File: config.mk
export PLATFORM = sky130hd
export DESIGN_NAME = ltc2324_serial_rx
export DESIGN_NICKNAME = d
export VERILOG_FILES = /design/src/rtl/ltc2324_serial_rx.sv
export SDC_FILE = /design/constraint.sdc
export NUM_CORES = 1
export LEC_CHECK = 0
export CORE_ASPECT_RATIO = 0.5
export CORE_MARGIN = 2
export CORE_UTILIZATION = 59
export DETAILED_ROUTE_END_ITERATION = 8
export GPL_TIMING_DRIVEN = 0
export HOLD_SLACK_MARGIN = 0.12
export PLACE_DENSITY = 0.84
export SYNTH_ARGS = -nofsm -noshare
export SYNTH_HDL_FRONTEND = slang
export SYNTH_SLANG_ARGS = --single-unit
File: constraint.sdc
create_clock -name adc_clk -period 4.15 [get_ports adc_clk]
set_clock_uncertainty 0.1 [all_clocks]
set_input_delay 0.6225 -clock adc_clk [delete_from_list [all_inputs] [get_ports adc_clk]]
set_output_delay 0.6225 -clock adc_clk [all_outputs]
set_load 0.05 [all_outputs]
File: src/rtl/ltc2324_serial_rx.sv
// CNV/SCK sequencer and four-lane MSB-first serial capture for an LTC2324-16 ADC.
// Define LTC2324_CLKOUT_EN to capture on the ADC's echoed CLKOUT through 2-FF synchronisers.
module ltc2324_serial_rx #(
  parameter int unsigned T_CNV_HIGH = 2,
  parameter int unsigned T_CONV     = 30,
  parameter int unsigned SCK_HALF   = 2
) (
  input  logic        adc_clk,
  input  logic        adc_rst_n,
  input  logic        sample_en,
  output logic        CNV,
  output logic        SCK,
  input  logic        CLKOUT,
  input  logic        SDO1,
  input  logic        SDO2,
  input  logic        SDO3,
  input  logic        SDO4,
  output logic        valid,
  output logic [15:0] ch1,
  output logic [15:0] ch2,
  output logic [15:0] ch3,
  output logic [15:0] ch4,
  output logic        busy,
  output logic        frame_err
);

  localparam int unsigned CNT_W  = 10;
  localparam int unsigned DATA_W = 16;
  localparam int unsigned N_CH   = 4;
  localparam int unsigned PH_W   = 5;
  localparam int unsigned BIT_W  = 4;

  typedef enum logic [2:0] {S_IDLE, S_CNV, S_CONV, S_SHIFT, S_DONE} state_t;

  state_t                      r_state, w_state_nxt;
  logic [CNT_W-1:0]            r_cnt, w_cnt_nxt;
  logic [PH_W-1:0]             r_phase, w_phase_nxt;
  logic [BIT_W-1:0]            r_bit_cnt, w_bit_cnt_nxt;
  logic                        r_all_bits, w_all_bits_nxt;
  logic                        r_sck_stop, w_sck_stop_nxt;
  logic [N_CH-1:0][DATA_W-1:0] r_sreg, w_sreg_nxt;
  logic [N_CH-1:0][DATA_W-1:0] r_ch, w_ch_nxt;
  logic                        r_cnv, r_sck, r_valid, r_busy;
  logic                        w_sck_nxt, w_cap, w_done_nxt;
  logic [N_CH-1:0]             w_sdo;

`ifdef LTC2324_CLKOUT_EN
  localparam int unsigned TMO_CYC = 8;

  logic [2:0]      r_clk_sync;
  logic [N_CH-1:0] r_sdo_s1, r_sdo_s2;
  logic            r_ferr;
  logic            w_clk_rise;

  // CLKOUT and SDO lanes share the same two-stage latency so data stays aligned to its edge
  always_ff @(posedge adc_clk or negedge adc_rst_n) begin
    if (!adc_rst_n) begin
      r_clk_sync <= '0;
      r_sdo_s1   <= '0;
      r_sdo_s2   <= '0;
      r_ferr     <= 1'b0;
    end else begin
      r_clk_sync <= {r_clk_sync[1:0], CLKOUT};
      r_sdo_s1   <= {SDO4, SDO3, SDO2, SDO1};
      r_sdo_s2   <= r_sdo_s1;
      r_ferr     <= w_done_nxt && !r_all_bits;
    end
  end

  assign w_clk_rise = r_clk_sync[1] && !r_clk_sync[2];
  assign w_sdo      = r_sdo_s2;
  assign frame_err  = r_ferr;
`else
  logic w_unused_clkout;

  assign w_unused_clkout = CLKOUT;
  assign w_sdo           = {SDO4, SDO3, SDO2, SDO1};
  assign frame_err       = 1'b0;
`endif

  always_ff @(posedge adc_clk or negedge adc_rst_n) begin
    if (!adc_rst_n) r_state <= S_IDLE;
    else            r_state <= w_state_nxt;
  end

  // Next-state, frame timing and capture; every output register is loaded from next-state values
  always_comb begin
    w_state_nxt    = r_state;
    w_cnt_nxt      = r_cnt;
    w_phase_nxt    = r_phase;
    w_bit_cnt_nxt  = r_bit_cnt;
    w_all_bits_nxt = r_all_bits;
    w_sck_stop_nxt = r_sck_stop;
    w_sreg_nxt     = r_sreg;
    w_ch_nxt       = r_ch;

    unique case (r_state)
      S_IDLE: begin
        if (sample_en) begin
          w_state_nxt = S_CNV;
          w_cnt_nxt   = '0;
        end
      end
      S_CNV: begin
        w_phase_nxt    = '0;
        w_bit_cnt_nxt  = '0;
        w_all_bits_nxt = 1'b0;
        w_sck_stop_nxt = 1'b0;
        if (r_cnt == CNT_W'(T_CNV_HIGH - 1)) begin
          w_state_nxt = S_CONV;
          w_cnt_nxt   = '0;
        end else begin
          w_cnt_nxt = r_cnt + CNT_W'(1);
        end
      end
      S_CONV: begin
        if (r_cnt == CNT_W'(T_CONV - 1)) begin
          w_state_nxt = S_SHIFT;
          w_cnt_nxt   = '0;
        end else begin
          w_cnt_nxt = r_cnt + CNT_W'(1);
        end
      end
      S_SHIFT: begin
        // Even half-periods are SCK high, so the first rise lands on entry to S_SHIFT
        if (!r_sck_stop) begin
          if (r_cnt == CNT_W'(SCK_HALF - 1)) begin
            w_cnt_nxt = '0;
            if (r_phase == PH_W'(31)) begin
`ifdef LTC2324_CLKOUT_EN
              w_sck_stop_nxt = 1'b1;
`else
              w_state_nxt = S_DONE;
`endif
            end else begin
              w_phase_nxt = r_phase + PH_W'(1);
            end
          end else begin
            w_cnt_nxt = r_cnt + CNT_W'(1);
          end
        end
`ifdef LTC2324_CLKOUT_EN
        else if (r_all_bits || (r_cnt == CNT_W'(TMO_CYC - 1))) begin
          w_state_nxt = S_DONE;
          w_cnt_nxt   = '0;
        end else begin
          w_cnt_nxt = r_cnt + CNT_W'(1);
        end
`endif
      end
      S_DONE: begin
        w_state_nxt = sample_en ? S_CNV : S_IDLE;
        w_cnt_nxt   = '0;
      end
      default: begin
        w_state_nxt = S_IDLE;
        w_cnt_nxt   = '0;
      end
    endcase

    w_sck_nxt = (w_state_nxt == S_SHIFT) && !w_sck_stop_nxt && !w_phase_nxt[0];

`ifdef LTC2324_CLKOUT_EN
    w_cap = (r_state == S_SHIFT) && w_clk_rise && !r_all_bits;
`else
    w_cap = w_sck_nxt && !r_sck;
`endif

    if (w_cap) begin
      w_sreg_nxt[0] = {r_sreg[0][DATA_W-2:0], w_sdo[0]};
      w_sreg_nxt[1] = {r_sreg[1][DATA_W-2:0], w_sdo[1]};
      w_sreg_nxt[2] = {r_sreg[2][DATA_W-2:0], w_sdo[2]};
      w_sreg_nxt[3] = {r_sreg[3][DATA_W-2:0], w_sdo[3]};
      w_bit_cnt_nxt = r_bit_cnt + BIT_W'(1);
      if (r_bit_cnt == BIT_W'(15)) w_all_bits_nxt = 1'b1;
    end

    w_done_nxt = (w_state_nxt == S_DONE);
    if (w_done_nxt && r_all_bits) w_ch_nxt = r_sreg;
  end

  always_ff @(posedge adc_clk or negedge adc_rst_n) begin
    if (!adc_rst_n) begin
      r_cnt      <= '0;
      r_phase    <= '0;
      r_bit_cnt  <= '0;
      r_all_bits <= 1'b0;
      r_sck_stop <= 1'b0;
      r_sreg     <= '0;
      r_ch       <= '0;
      r_cnv      <= 1'b0;
      r_sck      <= 1'b0;
      r_valid    <= 1'b0;
      r_busy     <= 1'b0;
    end else begin
      r_cnt      <= w_cnt_nxt;
      r_phase    <= w_phase_nxt;
      r_bit_cnt  <= w_bit_cnt_nxt;
      r_all_bits <= w_all_bits_nxt;
      r_sck_stop <= w_sck_stop_nxt;
      r_sreg     <= w_sreg_nxt;
      r_ch       <= w_ch_nxt;
      r_cnv      <= (w_state_nxt == S_CNV);
      r_sck      <= w_sck_nxt;
      r_valid    <= w_done_nxt && r_all_bits;
      r_busy     <= (w_state_nxt != S_IDLE);
    end
  end

  assign CNV   = r_cnv;
  assign SCK   = r_sck;
  assign valid = r_valid;
  assign busy  = r_busy;
  assign ch1   = r_ch[0];
  assign ch2   = r_ch[1];
  assign ch3   = r_ch[2];
  assign ch4   = r_ch[3];

endmodule

==> flow_metrics.py <==
metrics = {
    "status": {
        "status": "finished, final reports clean",
    },
    "clock_network": {
        "clock_sinks": 156,
        "cts_buffer_depth": 2,
        "hold_buffers": 1,
        "numCtsBuffers": 17,
        "cts_resized": 0,
        "insertion_delay_ns": 0.41,
        "htreeDepth": 4,
        "cts-root-buf": "clkbuf_16",
        "cts_tree": "yes",
        "cts_setup_buffers": 0,
        "path_clk_slew_ns": 0.06,
    },
    "power": {
        "p_sw_share_pct": 27.79,
        "p_int_uw": 3559,
        "power_density_mw_per_mm2": 625.8,
        "p_switching_uw": 1370,
        "p_seq_share_pct": 43.5,
        "clkPwrFrac_pct": 33.6,
        "ir_worst_vdd_mv": 0.3905,
        "p_leak_uw": 0.003662,
        "combinationalPowerShare_pct": 22.9,
    },
    "min_path": {
        "hold_depth": 1,
        "hold_class": "reg2reg",
        "min_from": "r_bit_cnt[2]",
        "holdPathEnd": "r_bit_cnt[2]",
    },
    "cells_and_area": {
        "nNetsFinal": 534,
        "final_util_pct": 76.61,
        "drive_gt1_share_pct": 34.64,
        "antenna_cells": 0,
        "area_delta_synth_final_pct": 25.40,
    },
    "logic_synthesis": {
        "synth_area_leaders": "dfrtp_1, mux2_2, buf_4",
        "synth.yosys.seq_area_share_pct": 62.16,
        "syn_area_per_cell_um2": 14.74,
        "synth_edf_count": 0,
        "synth_warnings": 0,
        "synthesis.nets": 439,
        "syn_inst": 426,
        "synth_area_leader_cell": "dfrtp_1",
        "syn_area_mm2": 0.006280,
        "synth-seq-cells": 156,
        "synth_top_area_share_pct": 62.16,
        "ys_types": 45,
        "async_flop_share_pct": 100.0,
        "synth-main-ff-cell": "dfrtp_1",
    },
    "die": {
        "die_height_um": 76.95,
        "core_region_area_mm2": 0.01028,
        "die_x_um": 149.9,
        "rows": 26,
        "die-area_mm2": 0.01153,
        "start_util_pct": 61.09,
        "pin_count": 77,
    },
    "critical_path": {
        "cp_max_fo": 10,
        "rrSetupSlack_ns": 1.08,
        "path_cells": "inv_1, ha_1, nor2b_1, nand3_1, nor3_1, and2_1, buf_2, buf_4, mux2_2",
        "cp_num_cells": 9,
        "reg2regPathDepth": 9,
        "rr_startpoint": "r_cnt[1]",
        "critPathTopFamily": "simple AND/OR/NAND/NOR gates",
        "crit_required_ns": 4.34,
        "cpPeakStageDelay_ns": 0.53,
        "arrival_ns": 3.26,
        "start_kind": "flip-flop",
        "crit_path_end_kind": "flip-flop",
        "r2r-end": "ch3[0]",
        "crit_buf_inv": 3,
        "worst-setup-path-type": "reg2reg",
        "crit_slowest_cell": "nor3_1",
    },
    "global_route": {
        "grt_pass1_wl_mm": 19.00,
        "grt_pass1_vias": 3828,
        "grt_max_degree": 105,
        "grt_use_total_pct": 21.29,
        "antenna_found_initial": 0,
        "overflow": 0,
    },
    "sta": {
        "timing.setup.tns_ns": 0,
        "rsz0062_at_grt": "false",
        "maxSlewViolCount": 0,
        "setup_viol": 0,
        "max-slew-margin-rel_pct": 46.20,
        "tightest_slew_ns": 0.7965,
        "clock.fmax_ghz": 0.3261,
        "period_share_pct": 73.90,
        "min_period_ns": 3.067,
        "hold_viol_final": 0,
    },
    "route": {
        "vias_per_cell": 5.487,
        "drt_wl_total_mm": 11.25,
        "post-route-drc-count": 0,
        "drt_iter0_drc": 158,
        "first_pass_iters": 4,
        "via_count": 3698,
        "wl_per_cell_um": 16.69,
        "ant_nets": 0,
    },
    "place": {
        "portBuffers": 74,
        "dp_hpwl_mm": 7.229,
        "gp_congestion": 0.8666,
    },
    "run": {
        "cap_viol_max_count": 0,
    },
}
## power by group through the flow
stage / combinational, uW / sequential, uW / clock [uW]
after detailed placement: 1130 / 2160 / 0
after global routing: 1250 / 2200 / 1760
after CTS: 1140 / 2140 / 1690
after floorplan: 913 / 2080 / 0
final: 1130 / 2140 / 1660
after global placement: 1080 / 2140 / 0
## worst max path at each step
| stage | start | to | slack [ns] |
|---|---|---|---|
| 3_3_place_gp | adc_rst_n | ch2[10] | -3.76 |
| 2_1_floorplan | r_phase[0] | r_bit_cnt[3] | 1.36 |
| 6_report | r_cnt[1] | ch3[0] | 1.08 |
| 3_5_place_dp | r_phase[0] | r_bit_cnt[3] | 1.13 |
| 5_1_grt | r_cnt[1] | ch3[0] | 0.88 |
| 4_1_cts | r_phase[0] | r_bit_cnt[3] | 1.10 |
## layer usage
layer	vias to the layer above	GRT usage, %	share of wire (%)
met3	17	4.524	3.0
li1	1731	-	-
met2	64	34.34	50
met5	-	0	0
met4	0	8.868	1.5
met1	1886	28.37	46
## cell type report
type / instances / area [um^2]
multi-input combinational: 248 / 2231
timing repair buffer: 76 / 779.5
buffer: 19 / 133.9
tap: 140 / 175.2
clock buffer: 19 / 452.9
inverter: 3 / 11.26
sequential: 156 / 3904
clock inverter: 13 / 187.7
fill: 662 / 2405
## synthesized netlist by cell type, types with 2 or more instances
cell      count
clkbuf_1      3
a31oi_1       3
nand2_1      11
nor2b_1       7
buf_6         2
or3_1         3
mux2_2      130
nand4_1       3
a21oi_1       4
o31ai_1       5
buf_2         2
ha_1          5
nand2b_1      7
o21ai_0      14
nor3_1        4
nor2_1        8
inv_1         3
and2_1        2
buf_4        12
xor2_1        4
nand3_1      10
and3_1        4
and4b_1       3
dfrtp_1     156
## state kept, by name, summed over array words and instances, names as in the netlist
| name | cells |
|---|---|
| r_sreg | 64 |
| ch1 | 16 |
| ch2 | 16 |
| ch3 | 16 |
| ch4 | 16 |
| r_cnt | 10 |
| r_phase | 5 |
| r_bit_cnt | 4 |
| r_state | 3 |
| CNV | 1 |
| SCK | 1 |
| busy | 1 |
| r_all_bits | 1 |
| r_sck_stop | 1 |
| valid | 1 |
## logic make-up after synthesis
logic type	count (synthesis)	synth area share (%)
buffers and inverters	22	2.311
XOR/XNOR	5	0.6973
flip-flops	156	62.16
adder cells (fa/ha/maj)	5	0.9962
multiplexers	131	23.47
other	1	0.05972
AO/OA/AOI/OAI	35	3.686
AND/OR/NAND/NOR	71	6.615
## metrics by stage
stage | cell area [um^2] | hold slack [ns] | power (uW) | worst slack (ns) | instances
finish | 7875 | 0.4010 | 4928 | 1.083 | 674
detailed placement | 7224 | 0.3897 | 3286 | 1.133 | 641
global placement | 7196 | 0.3587 | 3220 | -3.763 | 640
CTS | 7875 | 0.4043 | 4973 | 1.098 | 674
floorplan | 6280 | 0.2269 | 2997 | 1.362 | 426
global route | 7875 | 0.4178 | 5198 | 0.8755 | 674
## cell usage in the layout, fill, tap and decap left out, types with 2 or more instances in the layout
cell / n
dfrtp_1: 156
mux2_2: 130
clkdlybuf4s50_1: 73
clkbuf_16: 17
o21ai_0: 14
buf_4: 12
nand2_1: 11
nand3_1: 10
nor2_1: 8
nor2b_1: 7
nand2b_1: 7
o31ai_1: 5
ha_1: 5
nor3_1: 4
and3_1: 4
a21oi_1: 4
xor2_1: 4
bufinv_16: 4
inv_1: 3
clkbuf_1: 3
or3_1: 3
a31oi_1: 3
and4b_1: 3
buf_6: 3
nand4_1: 3
clkinvlp_4: 3
and2_1: 2
buf_2: 2
clkinv_4: 2
clkbuf_8: 2
clkinv_2: 2
inv_6: 2
No activity file was read; power rests on OpenSTA's default activity.
